$ cat src/rtl/sram_pkg.sv
// Shared types and default sizing for the register file and its clear sequencer.
package sram_pkg;

  localparam int DEF_DATA_W = 15;
  localparam int DEF_ADDR_W = 3;
  localparam int DEF_DEPTH  = 7;

  typedef enum logic {
    ST_IDLE  = 1'b0,
    ST_CLEAR = 1'b1
  } clr_state_e;

endpackage

$ cat src/rtl/sram_clr_seq.sv
// Clear sequencer: walks an index over every entry, one per cycle, then pulses done.
module sram_clr_seq
  import sram_pkg::*;
#(
  parameter int ADDR_W = DEF_ADDR_W,
  parameter int DEPTH  = DEF_DEPTH
) (
  input  logic              clk,
  input  logic              rst_n,
  input  logic              clr_req,
  output logic              busy,
  output logic              done,
  output logic [ADDR_W-1:0] idx,
  output logic              idx_we
);

  localparam logic [ADDR_W-1:0] LAST = ADDR_W'(DEPTH - 1);

  clr_state_e        r_state;
  clr_state_e        w_state_nxt;
  logic [ADDR_W-1:0] r_idx;
  logic              r_done;
  logic              w_last;

  assign w_last = (r_state == ST_CLEAR) && (r_idx == LAST);

  always_ff @(posedge clk or negedge rst_n) begin
    if (!rst_n) r_state <= ST_IDLE;
    else        r_state <= w_state_nxt;
  end

  // clr_req is only looked at in IDLE, so holding it high cannot extend a clear
  always_comb begin
    w_state_nxt = r_state;
    case (r_state)
      ST_IDLE:  if (clr_req) w_state_nxt = ST_CLEAR;
      ST_CLEAR: if (w_last)  w_state_nxt = ST_IDLE;
      default:  w_state_nxt = ST_IDLE;
    endcase
  end

  always_comb begin
    busy   = (r_state == ST_CLEAR);
    idx_we = (r_state == ST_CLEAR);
    done   = r_done;
    idx    = r_idx;
  end

  always_ff @(posedge clk or negedge rst_n) begin
    if (!rst_n) begin
      r_idx  <= '0;
      r_done <= 1'b0;
    end else begin
      r_done <= w_last;
      if (r_state == ST_IDLE || w_last) r_idx <= '0;
      else                              r_idx <= r_idx + 1'b1;
    end
  end

endmodule

$ cat src/rtl/sram_regfile.sv
// Two-read / one-write register file with optional write forwarding,
// optional hardwired-zero entry 0 and a sequenced clear-all.
module sram_regfile
  import sram_pkg::*;
#(
  parameter int DATA_W   = DEF_DATA_W,
  parameter int ADDR_W   = DEF_ADDR_W,
  parameter int DEPTH    = DEF_DEPTH,
  parameter int BYPASS   = 1,
  parameter int ZERO_REG = 0
) (
  input  logic              clk,
  input  logic              rst_n,
  input  logic [ADDR_W-1:0] ra1,
  input  logic [ADDR_W-1:0] ra2,
  output logic [DATA_W-1:0] rd1,
  output logic [DATA_W-1:0] rd2,
  input  logic [ADDR_W-1:0] wa,
  input  logic [DATA_W-1:0] wd,
  input  logic              we,
  input  logic              clr_req,
  output logic              clr_busy,
  output logic              clr_done
);

  logic [DATA_W-1:0] r_mem [DEPTH];
  logic              w_busy;
  logic [ADDR_W-1:0] w_clr_idx;
  logic              w_clr_we;
  logic              w_wr_ok;

  sram_clr_seq #(
    .ADDR_W (ADDR_W),
    .DEPTH  (DEPTH)
  ) u_clr_seq (
    .clk     (clk),
    .rst_n   (rst_n),
    .clr_req (clr_req),
    .busy    (w_busy),
    .done    (clr_done),
    .idx     (w_clr_idx),
    .idx_we  (w_clr_we)
  );

  assign clr_busy = w_busy;

  function automatic logic addr_wr_ok(input logic [ADDR_W-1:0] a);
    return ({1'b0, a} < (ADDR_W+1)'(DEPTH)) && !((ZERO_REG != 0) && (a == '0));
  endfunction

  // rst_n gates forwarding so reads stay zero for the whole reset window;
  // a clear request in the same cycle wins over the write
  assign w_wr_ok = rst_n && we && !w_busy && !clr_req && addr_wr_ok(wa);

  always_ff @(posedge clk or negedge rst_n) begin
    if (!rst_n) begin
      for (int i = 0; i < DEPTH; i++) r_mem[i] <= '0;
    end else begin
      for (int i = 0; i < DEPTH; i++) begin
        if (w_clr_we && (w_clr_idx == ADDR_W'(i)))  r_mem[i] <= '0;
        else if (w_wr_ok && (wa == ADDR_W'(i)))    r_mem[i] <= wd;
      end
    end
  end

  function automatic logic [DATA_W-1:0] rd_sel(input logic [ADDR_W-1:0] a);
    logic [DATA_W-1:0] v;
    v = '0;
    for (int i = 0; i < DEPTH; i++)
      if (a == ADDR_W'(i)) v = r_mem[i];
    if ((BYPASS != 0) && w_wr_ok && (wa == a)) v = wd;
    if ((ZERO_REG != 0) && (a == '0)) v = '0;
    return v;
  endfunction

  always_comb begin
    rd1 = rd_sel(ra1);
    rd2 = rd_sel(ra2);
  end

endmodule

$ cat config.mk
export PLATFORM = sky130hd
export DESIGN_NAME = sram_regfile
export DESIGN_NICKNAME = d
export VERILOG_FILES = /design/src/rtl/sram_pkg.sv /design/src/rtl/sram_clr_seq.sv /design/src/rtl/sram_regfile.sv
export SDC_FILE = /design/constraint.sdc
export NUM_CORES = 1
export LEC_CHECK = 0
export BUFFER_PORTS_ARGS = -buffer_cell sky130_fd_sc_hd__buf_4
export CORE_MARGIN = 2
export CORE_UTILIZATION = 35
export DETAILED_ROUTE_END_ITERATION = 12
export GPL_TIMING_DRIVEN = 1
export REMOVE_ABC_BUFFERS = 1
export SYNTH_ARGS = -nofsm -noshare
export SYNTH_HDL_FRONTEND = slang
export SYNTH_SLANG_ARGS = --single-unit
export TNS_END_PERCENT = 100
$ cat constraint.sdc
create_clock -name clk -period 1.7 [get_ports clk]
set_input_delay 0.17 -clock clk [delete_from_list [all_inputs] [get_ports clk]]
set_output_delay 0.17 -clock clk [all_outputs]
set_load 0.01 [all_outputs]
Yosys cells after proc, flatten, opt, wreduce, memory -nomap -nowiden
Cells that the tools add are included.

Output and inout bits: 32. Input bits: 28. Word-level logic and storage cells: 107. Register bits after elaboration: 110.

Multiplexer cells: 34. Equal/unequal tests: 26. Reduce and logical (&&, ||, !) cells: 34. Add/sub/neg operators: 1. Bitwise logic cells: 1. Magnitude comparators: 1.

Operators by type and width (count): $mux 15 (30); $eq 3x3->1 const B (12); $eq 3x2->1 const B (8); $logic_and 1x1->1 (20); $reduce_bool 2->1 (7); $eq 3x1->1 const B (4); $logic_not 3->1 (4); $eq 3x3->1 (2); $add 3x1->3 const B (1); $lt 3x3->1 const B (1); $mux 3 (1); $logic_not 1->1 (2); $mux 1 (2); $pmux 1 s2 (1); $logic_or 1x1->1 (1); $not 1->1 (1).

Logic depth before layout (Yosys ltp)
Gate-level depths: netlist of the first run.

Depth after elaboration: 9. Depth in mapped cells: 7. Mapped depth without buffers: 5.

Modules after synthesis
From an unflattened synthesis of the first run, not the netlist that was laid out.

Cells, all modules: 610. Area, all modules: 6500.0 um2.

Modules (own cells, without submodules): sram_regfile (seq. area each 2627.5 um2, cells each 592, area an instance 6282.3 um2, instances 1); sram_clr_seq (seq. area each 125.1 um2, cells each 18, area an instance 217.7 um2, instances 1).

Worst setup path before layout of the first run
OpenSTA, ideal clock, no wires.

Path kind: reg-to-output. From: reg u_clr_seq.r_state (netlist: u_clr_seq.busy). To: out rd2[10]. Required time: 1530 ps. Buffers on the path: 2. Cell stages (with the launch flop): 6. Path slack: -285 ps. Arrival: 1815 ps. Cell sequence: dfrtp_1 clkbuf_1 nand4bb_1 a211oi_4 buf_8 mux2_4.

Word-level cells in the longest chain between the ends: 6.

Ends and longest elaborated chain: start: declaration (RTL line sram_clr_seq.sv:19) `clr_state_e r_state;`; start signal: assignment (RTL line sram_clr_seq.sv:29) `else r_state <= w_state_nxt;`; $logic_not 1->1 (RTL line sram_regfile.sv:53) `assign w_wr_ok = rst_n && we && !w_busy && !clr_req && addr_wr_ok(wa);`; $logic_and 1x1->1 (3 in series) (RTL line sram_regfile.sv:53); $logic_and 1x1->1 (RTL line sram_regfile.sv:71) `if ((BYPASS != 0) && w_wr_ok && (wa == a)) v = wd;`; $mux 15 (RTL line sram_regfile.sv:71); end: declaration (RTL line sram_regfile.sv:17) `output logic [DATA_W-1:0] rd2,`.

No other way between the ends.

Final worst setup path of the first run
From: reg u_clr_seq.r_state (netlist: u_clr_seq.busy). To: out rd2[9].

The elaborated chain is that of the path after synthesis.

==> results by group, run 1 <==
Clock tree
  • H-tree Lvls: 3
  • Clock Latency Late Sink: 0.36 ns
  • Clock buffer count from CTS: 9
  • CTS Buffer Depth: 2
  • CTS sink count: 110
  • Worst-path clk slew: 0.08 ns
  • Root Driver: clkbuf_16
  • CTS tree: yes

Floorplanning
  • Die width: 140 um
  • I/O pins: 60
  • Die Y: 140 um
  • Initial core utilization: 35.9%
  • Num rows: 49
  • Die area: 19700 um2
  • Core ar.: 18100 um2

Timing
  • RSZ-0062 raised after global routing: yes
  • Hold Vio Cnt, Final: 0
  • Min Tclk post-route: 2.09 ns
  • Setup ws final: -0.389 ns
  • Final worst path period share: 123%
  • Setup_tns: -15.35 ns
  • Slew Limit Headroom: 47.7%
  • # setup viols final: 86
  • Fmax: 479 MHz
  • Slew @ Worst Pin: 0.782 ns
  • Worst Clk Skew: 0.00910 ns
  • Max Slew Vio Count: 0
  • WHS: 0.0655 ns

Critical path
  • Crit-path cells: nand4bb_4 > a211oi_4 > buf_6 > buf_6 > mux2_4 > buf_6
  • Max FO, Critical Path: 4
  • Slowest stage delay, CP: 0.39 ns
  • Critical path arrival: 1.92 ns
  • Worst endpoint required time: 1.53 ns
  • Critical path type: reg -> out
  • Setup crit end kind: output port
  • CP Launch Type: flip-flop
  • Most numerous cell on the critical path: buf_6
  • Slowest CP cell: dfrtp_1

Global route
  • First-pass GRT wire length: 33400 um
  • GRT met1 Usage: 27.6%
  • Gr ovfl total: 0
  • Global routing usage on met2: 38.0%
  • Grt met3 use: 2.63%
  • Initial antenna violation count: 0
  • Largest net degree at the start of global routing: 59
  • Vias in the first global route: 5936
  • Gr usage total: 22.2%
  • Top Usage Layer GRT: met2

Drt
  • Final WL: 23200 um
  • Via count: 6005
  • Via density: 5.89
  • DRC violations left: 0
  • DRT iter0 DRCs: 748
  • WL/cell: 22.8 um
  • Number of detailed-route iterations in the first pass: 5
  • DRT antenna net count: 0

Status
  • Run status: finished, violations left
  • Failing checks: negative setup slack

Final layout
  • Post-route insts no fill: 1020
  • Fin nets: 819
  • Share of layout cells above drive strength 1: 33.6%
  • Commonest non-fill, non-tap cell in the layout: nand2_1
  • Filler Cell Count: 1613
  • # diodes: 0
  • Multi-input logic area: 3680 um2
  • Most frequent cells in the layout: nand2_1, dfrtp_1, buf_4, o21ai_0, mux2i_1
  • Seq. cell area: 2750 um2
  • Area Overhead vs Synth: 35.8%

Synth
  • Synth cell types: 36
  • Seq cells post-synth: 110
  • Main flop type after synthesis: dfrtp_1
  • YS warnings: 0
  • Syn avg cell area: 9.70 um2
  • Syn Inst Count: 670
  • Fraction of registers with async set/reset: 100%
  • Seq/Total Area, Yosys: 42.4%
  • EDFF count, synth: 0
  • Synthesized area: 6500 um2

Job
  • Max capacitance violation total: 0

Power
  • LEAKAGE: 0.00394 uW
  • Pwr Total: 7370 uW
  • Worst VDD drop: 0.607 mV
  • Power per cell area: 835 nW/um2

Placement
  • Post-Place Cells: 969
  • Port Buffers: 59
  • DP HPWL: 14600 um
  • Placer Congestion: 0.881

Hold path
  • Worst Hold Class: in -> reg
==> report_power, final <==
group | internal [uW] | leakage (uW) | switching (uW)
Sequential | 2860 | 0.00152 | 217
Combinational | 895 | 0.00227 | 1250
Clock | 1040 | 0.000143 | 1100
==> cells by family after synthesis <==
group / Yosys count / share of synthesized area, %
flops: 110 / 42.4
xor+xnor: 3 / 0.405
compound gates: 155 / 14.1
buf+inv: 76 / 4.93
simple gates: 217 / 14.5
fa+ha+maj: 5 / 0.963
mux: 104 / 22.7
==> per-stage QoR <==
stage	cell area, um2	setup WS [ns]	util [%]
global placement	7650	-0.396	42.3
detailed placement	7650	-0.400	42.3
floorplan	6250	-1.74	-
CTS	8290	-0.397	45.9
finish	8820	-0.389	48.8
global route	8820	-0.441	48.8
==> layer usage <==
metal	part of all wire [%]	wire (um)
met1	39	8980
met2	52	12000
met3	6.0	1390
met4	3.8	884
met5	0	0
==> layout make-up <==
class | count | area share (%)
timing repair buffer | 162 | 19.7
inverter | 19 | 0.809
sequential | 110 | 31.2
clock buffer | 9 | 2.55
multi-input combinational | 484 | 41.7
tap | 229 | 3.25
clock inverter | 7 | 0.823
==> worst paths after layout <==
kind	startpoint	end	slack, ns	cells past startpoint
hold / removal	wd[12]	r_mem[57]$_DFFE_PN0P_	0.07	3
min in group asynchronous	rst_n	r_mem[2]$_DFFE_PN0P_	0.13	3
max in group asynchronous	rst_n	r_mem[90]$_DFFE_PN0P_	0.61	3
hold reg to reg	u_clr_seq.idx[0]$_DFF_PN0_	u_clr_seq.idx[0]$_DFF_PN0_	0.51	1
setup reg to reg	u_clr_seq.busy$_DFF_PN0_	r_mem[78]$_DFFE_PN0P_	-0.20	9
setup / recovery	u_clr_seq.busy$_DFF_PN0_	rd2[9]	-0.39	6
==> Yosys cell counts, types with 10 or more instances <==
cell | number | area [um2]
mux4_2 | 30 | 676
mux2_4 | 10 | 150
o2bb2ai_1 | 14 | 123
a21oi_1 | 16 | 80.1
inv_1 | 19 | 71.3
dfrtp_1 | 110 | 2750
buf_2 | 13 | 65.1
a2bb2oi_1 | 16 | 140
o21ai_0 | 105 | 526
mux2i_1 | 58 | 581
nor2_1 | 22 | 82.6
clkbuf_1 | 40 | 150
nand2_1 | 128 | 480
nand3_1 | 49 | 245
==> worst max-delay path: cells and delay by family (launching register included) <==
family | cells | cell delay, ns
compound gates | 1 | 0.21
mux | 1 | 0.31
simple gates | 1 | 0.22
buf+inv | 3 | 0.43
flops | 1 | 0.39
==> sequential cells by signal (all words and copies together), names as in the netlist <==
name and flops:
u_clr_seq.busy 1, u_clr_seq.idx 3, r_mem 105, u_clr_seq.done 1
==> timing repair <==
action / in CTS / in global routing
gates resized for setup: 49 / 106
hold buffers: 3 / 0
pin swaps: 4 / 5
cloned: 2 / 12
endpoints found under the hold margin: 52 / 0
setup buffers: 11 / 9
setup endpoints to repair: 37 / 101
(Power assumes the default switching activity.)
==> inputs of run 2 (changes only) <==
--- a/config.mk
+++ b/config.mk
@@ -6,10 +6,13 @@
 export NUM_CORES = 1
 export LEC_CHECK = 0
 export BUFFER_PORTS_ARGS = -buffer_cell sky130_fd_sc_hd__buf_4
+export CELL_PAD_IN_SITES_DETAIL_PLACEMENT = 0
+export CELL_PAD_IN_SITES_GLOBAL_PLACEMENT = 1
 export CORE_MARGIN = 2
 export CORE_UTILIZATION = 35
 export DETAILED_ROUTE_END_ITERATION = 12
 export GPL_TIMING_DRIVEN = 1
+export PLACE_DENSITY_LB_ADDON = 0.1
 export REMOVE_ABC_BUFFERS = 1
 export SYNTH_ARGS = -nofsm -noshare
 export SYNTH_HDL_FRONTEND = slang
==> run 2 against run 1 <==
  * Clock power increased by 13%
  * Hold slack lost 0.076 ns
  * Flip-flop and latch count unchanged
  * Largest cell class unchanged
  * Routed wire length rose by 1.7%
  * The run ends with negative hold slack, negative setup slack left
  * Register-to-register slack worse by 0.24 ns
  * Final area decreased by 1.8%
  * Non-clock buffer count decreased by 17
  * Power rose by 5.1%
  * Critical path depth down 1
  * Cell count down 1.7%
  * Maximum frequency down 3.6%
==> results by group, run 2 (synthesized netlist as in run 1, its figures left out) <==
Global route
  • Largest net degree at the start of global routing: 57 (-3.4%)
  • First-pass GRT wire length: 34200 um (+2.3%)
  • Vias in the first global route: 5690 (-4.1%)
  • Gr usage total: 23.3% (+1.1 points)
  • Initial antenna violation count: 0 (unchanged)
  • Gr ovfl total: 0 (unchanged)

Drt
  • DRT iter0 DRCs: 347 (-54%)
  • DRC violations left: 0 (unchanged)
  • DRT antenna net count: 0 (unchanged)
  • WL/cell: 23.5 um (+3.4%)
  • Via count: 5653 (-5.9%)
  • Final WL: 23600 um (+1.7%)
  • Via density: 5.64 (-4.3%)
  • Number of detailed-route iterations in the first pass: 5 (unchanged)

Final layout
  • Max FFs per register: 105 (unchanged)
  • Top reg by flops: r_mem
  • Filler Cell Count: 1656 (+2.7%)
  • Most frequent cells in the layout: nand2_1, dfrtp_1, buf_4, o21ai_1, mux2i_1
  • Commonest non-fill, non-tap cell in the layout: nand2_1
  • Fin nets: 802 (-2.1%)
  • Share of layout cells above drive strength 1: 30.0% (-3.7 points)
  • Fin area: 8670 um2 (-1.8%)
  • Post-route insts no fill: 1003 (-1.7%)
  • Area Overhead vs Synth: 33.4%
  • Multi-input logic area: 3640 um2 (-1.1%)
  • # diodes: 0 (unchanged)
  • Seq. cell area: 2750 um2 (unchanged)

Clock tree
  • Clock Latency Late Sink: 0.37 ns (about the same)
  • CTS Buffer Depth: 2 (unchanged)
  • CTS sink count: 110 (unchanged)
  • Clock buffer count from CTS: 9 (unchanged)
  • Worst-path clk slew: 0.08 ns (about the same)
  • Root Driver: clkbuf_16
  • H-tree Lvls: 3 (unchanged)
  • CTS tree: yes

Critical path
  • Slowest CP cell: dfrtp_1
  • Crit-path cells: nand4bb_4 > a211oi_4 > buf_4 > mux2_4 > buf_4
  • Worst endpoint required time: 1.53 ns (about the same)
  • Setup crit end kind: output port
  • CP Launch Point: u_clr_seq.busy$_DFF_PN0_
  • R2R depth: 11 (+2)
  • Critical path type: reg -> out
  • Critical path arrival: 2.00 ns (+0.08 ns)
  • Crit-path leading delay family: flip-flops
  • Max FO, Critical Path: 4 (unchanged)
  • RR Startpoint: u_clr_seq.busy$_DFF_PN0_
  • Most numerous cell on the critical path: buf_4
  • Worst path depth: 5 (-1)
  • Worst path bufs/invs: 2 (-1)
  • CP Launch Type: flip-flop
  • Slowest stage delay, CP: 0.39 ns (about the same)

Power
  • Worst VDD drop: 0.469 mV (-23%)
  • Switching pwr: 2610 uW (+1.5%)
  • Internal: 5140 uW (+7.1%)
  • Flop pwr share: 39.5% (-2.3 points)
  • Sw Share: 33.7% (-1.2 points)
  • LEAKAGE: 0.00390 uW (-1.1%)
  • Logic pwr share: 29.3% (about the same)
  • Pwr Total: 7750 uW (+5.1%)
  • Clock power share: 31.2% (+2.1 points)
  • Power per cell area: 894 nW/um2 (+7.0%)

Floorplanning
  • Core ar.: 18100 um2 (unchanged)
  • Die area: 19700 um2 (unchanged)
  • Die Y: 140 um (unchanged)
  • Num rows: 49 (unchanged)
  • Initial core utilization: 35.9% (unchanged)
  • Die width: 140 um (unchanged)
  • I/O pins: 60 (unchanged)

Timing
  • Min Tclk post-route: 2.17 ns (+0.0774 ns)
  • RSZ-0062 raised after global routing: yes
  • WHS: -0.0109 ns (-0.0764 ns)
  • Slew Limit Headroom: 49.1% (+1.4 points)
  • Setup ws final: -0.466 ns (-0.0774 ns)
  • Max Slew Vio Count: 0 (unchanged)
  • Final worst path period share: 127% (+4.6 points)
  • Worst Clk Skew: 0.0102 ns (+0.00112 ns)
  • # setup viols final: 91 (+5.8%)
  • Hold Vio Cnt, Final: 2 (+2)
  • Slew @ Worst Pin: 0.763 ns (-0.0188 ns)
  • Fmax: 462 MHz (-3.6%)

Placement
  • Port Buffers: 59 (unchanged)
  • Placer Congestion: 0.774 (-12%)
  • Post-Place Cells: 962 (-0.72%)
  • DP HPWL: 14100 um (-3.8%)
  • Post-DP Area: 7620 um2 (-0.36%)

Status
  • Failing checks: negative hold slack, negative setup slack
  • Run status: finished, violations left

Job
  • Max capacitance violation total: 0 (unchanged)

Hold path
  • Worst Hold Class: in -> async
## run 2: cell types whose count changed in the layout (fill, tap and decap cells not counted), moves of 3 or more
| cell | delta |
|---|---|
| buf_4 | -11 |
| mux2_2 | -4 |
| buf_6 | -4 |
| o21ai_1 | +27 |
| clkbuf_16 | -3 |
| nand3_2 | +3 |
| mux2_4 | +4 |
| o21ai_2 | -14 |
| nand3_1 | -3 |
| mux2i_1 | +3 |
| o21ai_0 | -13 |
## run 2: through the flow
| stage | worst slack, ns | utilization [%] | setup TNS, ns |
|---|---|---|---|
| after CTS | -0.484 | 46.2 | -23.83 |
| after global routing | -0.525 | 47.9 | -33.43 |
| final | -0.466 | 47.9 | -26.60 |
| after detailed placement | -0.315 | 42.1 | -5.03 |
| after global placement | -0.290 | 42.1 | -4.34 |
| after floorplan | -1.74 | - | -90.55 |
## run 2: power by group through the flow
stage	Combinational (uW)	Sequential (uW)	Clock, uW
after floorplan	878	3070	0
after global placement	2090	3090	0
after detailed placement	2120	3110	0
after CTS	2240	3050	2470
after global routing	2450	3090	2580
final	2270	3060	2420
## run 2: repair_timing
action                                  4_1_cts  5_1_grt
cloned                                        4        6
resized for setup                            95       62
buffers inserted                             10        5
endpoints found under the setup margin       45      115
pin swaps                                     6        1
hold endpoints to repair                      1        0
hold buffers                                  1        0
## run 2: final timing paths
path | end | slack (ns)
max | rd2[7] | -0.47
min | u_clr_seq.done$_DFF_PN0_ | -0.01
max reg2reg | r_mem[79]$_DFFE_PN0P_ | -0.44
min reg2reg | u_clr_seq.idx[0]$_DFF_PN0_ | 0.50
max in group asynchronous | r_mem[36]$_DFFE_PN0P_ | 1.17
min in group clk | u_clr_seq.busy$_DFF_PN0_ | 0.05
## run 2: layer usage
layer | vias to the layer above | routed length (um) | track usage [%]
li1 | 2582 | - | -
met1 | 2859 | 10700 | 31.6
met2 | 175 | 11100 | 38.3
met3 | 37 | 1220 | 4.03
met4 | 0 | 550 | 6.96
met5 | - | 0 | 0
## run 2: cell type report
type	count	share of cell area [%]
clock buffer	9	2.60
sequential	110	31.8
timing repair buffer	145	18.3
inverter	19	0.823
multi-input combinational	484	42.0
tap	229	3.31
clock inverter	7	1.24
==> inputs of run 3 (changes only) <==
==> constraint.sdc (replaced) <==
create_clock -name clk -period 1.7 [get_ports clk]
set_input_delay 0.34 -clock clk [delete_from_list [all_inputs] [get_ports clk]]
set_output_delay 0.34 -clock clk [all_outputs]
set_load 0.01 [all_outputs]
==> run 3 against run 2 <==
  * The flow finishes with violations (negative setup slack)
  * Non-clock buffer count grew 36
  * Via count shrank 0.90%
  * Sequential share of layout area shrank 0.61 points
  * Critical path type unchanged
  * Largest cell class unchanged
  * Highest routed layer unchanged
==> results by group, run 3 (synthesized netlist as in run 1, its figures left out) <==
Clock tree
  • Clock buffer count from CTS: 9 (unchanged)
  • CTS sink count: 110 (unchanged)
  • CTS Buffer Depth: 2 (unchanged)
  • Worst-path clk slew: 0.07 ns (about the same)
  • Clock Latency Late Sink: 0.36 ns (about the same)
  • H-tree Lvls: 3 (unchanged)
  • Hold-fix buffers, CTS: 0 (-1)
  • Root Driver: clkbuf_16
  • CTS tree: yes

Final layout
  • Fin area: 8830 um2 (+1.9%)
  • Area Overhead vs Synth: 36.0%
  • Fin nets: 838 (+4.5%)
  • Commonest non-fill, non-tap cell in the layout: nand2_1
  • Share of layout cells above drive strength 1: 32.5% (+2.5 points)
  • Most frequent cells in the layout: nand2_1, dfrtp_1, buf_4, o21ai_0, buf_6
  • Filler Cell Count: 1685 (+1.8%)
  • Post-route insts no fill: 1038 (+3.5%)
  • # diodes: 0 (unchanged)
  • Max FFs per register: 105 (unchanged)
  • Top reg by flops: r_mem

Drt
  • Via density: 5.40 (-4.2%)
  • Final WL: 22200 um (-6.2%)
  • DRT iter0 DRCs: 315 (-9.2%)
  • Via count: 5602 (-0.90%)
  • Number of detailed-route iterations in the first pass: 4 (-1)
  • WL/cell: 21.3 um (-9.4%)
  • DRT antenna net count: 0 (unchanged)
  • DRC violations left: 0 (unchanged)

Placement
  • Placer Congestion: 0.780 (+0.84%)
  • DP HPWL: 14200 um (+0.79%)
  • Port Buffers: 59 (unchanged)
  • Post-Place Cells: 1005 (+4.5%)
  • Post-DP Area: 7970 um2 (+4.6%)

Floorplanning
  • Die Y: 140 um (unchanged)
  • I/O pins: 60 (unchanged)
  • Num rows: 49 (unchanged)
  • Die width: 140 um (unchanged)
  • Die area: 19700 um2 (unchanged)
  • Core ar.: 18100 um2 (unchanged)
  • Initial core utilization: 35.9% (unchanged)

Critical path
  • Setup crit end kind: output port
  • Most numerous cell on the critical path: buf_6
  • Critical path arrival: 1.94 ns (-0.06 ns)
  • Critical path type: reg -> out
  • Max FO, Critical Path: 6 (+2)
  • CP Launch Type: flip-flop
  • Worst endpoint required time: 1.36 ns (-0.17 ns)
  • Crit-path cells: nand4bb_4 > a211oi_4 > buf_6 > buf_12 > mux2_4 > buf_6
  • Slowest stage delay, CP: 0.39 ns (about the same)
  • Slowest CP cell: dfrtp_1

Job
  • Max capacitance violation total: 0 (unchanged)

Timing
  • RSZ-0062 raised after global routing: yes
  • WHS: 0.160 ns (+0.171 ns)
  • Fmax: 438 MHz (-5.1%)
  • Setup ws final: -0.583 ns (-0.117 ns)
  • Worst Clk Skew: 0.0111 ns (+0.000895 ns)
  • Slew @ Worst Pin: 0.772 ns (+0.00943 ns)
  • # setup viols final: 55 (-40%)
  • Max Slew Vio Count: 0 (unchanged)
  • Min Tclk post-route: 2.28 ns (+0.117 ns)
  • Final worst path period share: 134% (+6.9 points)
  • Hold Vio Cnt, Final: 0 (-2)
  • Slew Limit Headroom: 48.5% (-0.63 points)
  • Setup_tns: -14.35 ns (+12.24 ns)

Global route
  • Vias in the first global route: 5728 (+0.67%)
  • Initial antenna violation count: 0 (unchanged)
  • Gr ovfl total: 0 (unchanged)
  • Gr usage total: 22.7% (-0.53 points)
  • First-pass GRT wire length: 33700 um (-1.4%)
  • Largest net degree at the start of global routing: 58 (+1.8%)

Status
  • Run status: finished, violations left
  • Failing checks: negative setup slack

Hold path
  • Worst Hold Class: in -> async

Power
  • Worst VDD drop: 0.492 mV (+4.9%)
  • Power per cell area: 885 nW/um2 (-0.96%)
  • LEAKAGE: 0.00402 uW (+3.1%)
-- run 3: cell count changes in the layout (fill, tap and decap cells not counted), sizes merged --
cell / previous run / this run
clkbuf: 12 / 13
dlygate4sd3: 1 / 0
clkinv: 3 / 1
inv: 21 / 20
buf: 141 / 179
-- run 3: per-layer routing --
layer	track usage (%)	vias up	part of all wire, %
met1	31.4	2776	46
met4	6.91	0	2.0
met3	3.66	34	4.0
met2	36.9	140	48
met5	0	-	0
li1	-	2652	-
-- run 3: worst paths after layout --
kind	from	endpoint	slack (ns)	cells past startpoint
max	u_clr_seq.busy$_DFF_PN0_	rd2[10]	-0.58	6
min	rst_n	u_clr_seq.busy$_DFF_PN0_	0.16	2
max reg2reg	u_clr_seq.busy$_DFF_PN0_	r_mem[79]$_DFFE_PN0P_	-0.05	7
min reg2reg	u_clr_seq.idx[0]$_DFF_PN0_	u_clr_seq.idx[0]$_DFF_PN0_	0.51	1
max in group asynchronous	rst_n	r_mem[40]$_DFFE_PN0P_	0.99	2
min in group clk	wd[1]	r_mem[61]$_DFFE_PN0P_	0.23	3
-- run 3: area by class of cell --
type / instances / area (um2) / area share [%]
Clock buffer: 11 / 253 / 2.86
Clock inverter: 4 / 77.6 / 0.878
Inverter: 19 / 71.3 / 0.807
Multi-Input combinational cell: 484 / 3570 / 40.4
Sequential cell: 110 / 2750 / 31.2
Tap cell: 229 / 287 / 3.24
Timing Repair Buffer: 181 / 1830 / 20.7
-- run 3: stage by stage --
step	setup slack [ns]	util (%)	power (uW)
6_report	-0.583	48.8	7820
3_5_place_dp	-0.651	44.1	5320
4_1_cts	-0.638	47.6	7830
5_1_grt	-0.623	48.8	8210
3_3_place_gp	-0.632	44.1	5280
2_1_floorplan	-1.74	-	3950
-- run 3: what timing repair did --
item,4_1_cts,5_1_grt
pin swaps,4,4
resized for setup,63,35
buffers inserted,6,10
cloned,1,3
setup endpoints to repair,60,36
-- run 3: worst max-delay path, delay by kind of cell, from the launching register on --
family / cells / cell delay, ns
muxes: 1 / 0.32
AOI/OAI and AO/OA: 1 / 0.22
buffers and inverters: 3 / 0.40
and+or+nand+nor: 1 / 0.23
DFF: 1 / 0.39
-- run 3: where the power goes --
| part | switching [uW] | internal [uW] | total [uW] |
|---|---|---|---|
| Clock | 1010 | 1370 | 2390 |
| Sequential | 197 | 2860 | 3060 |
| Combinational | 1300 | 1080 | 2380 |
| Total | 2510 | 5310 | 7820 |
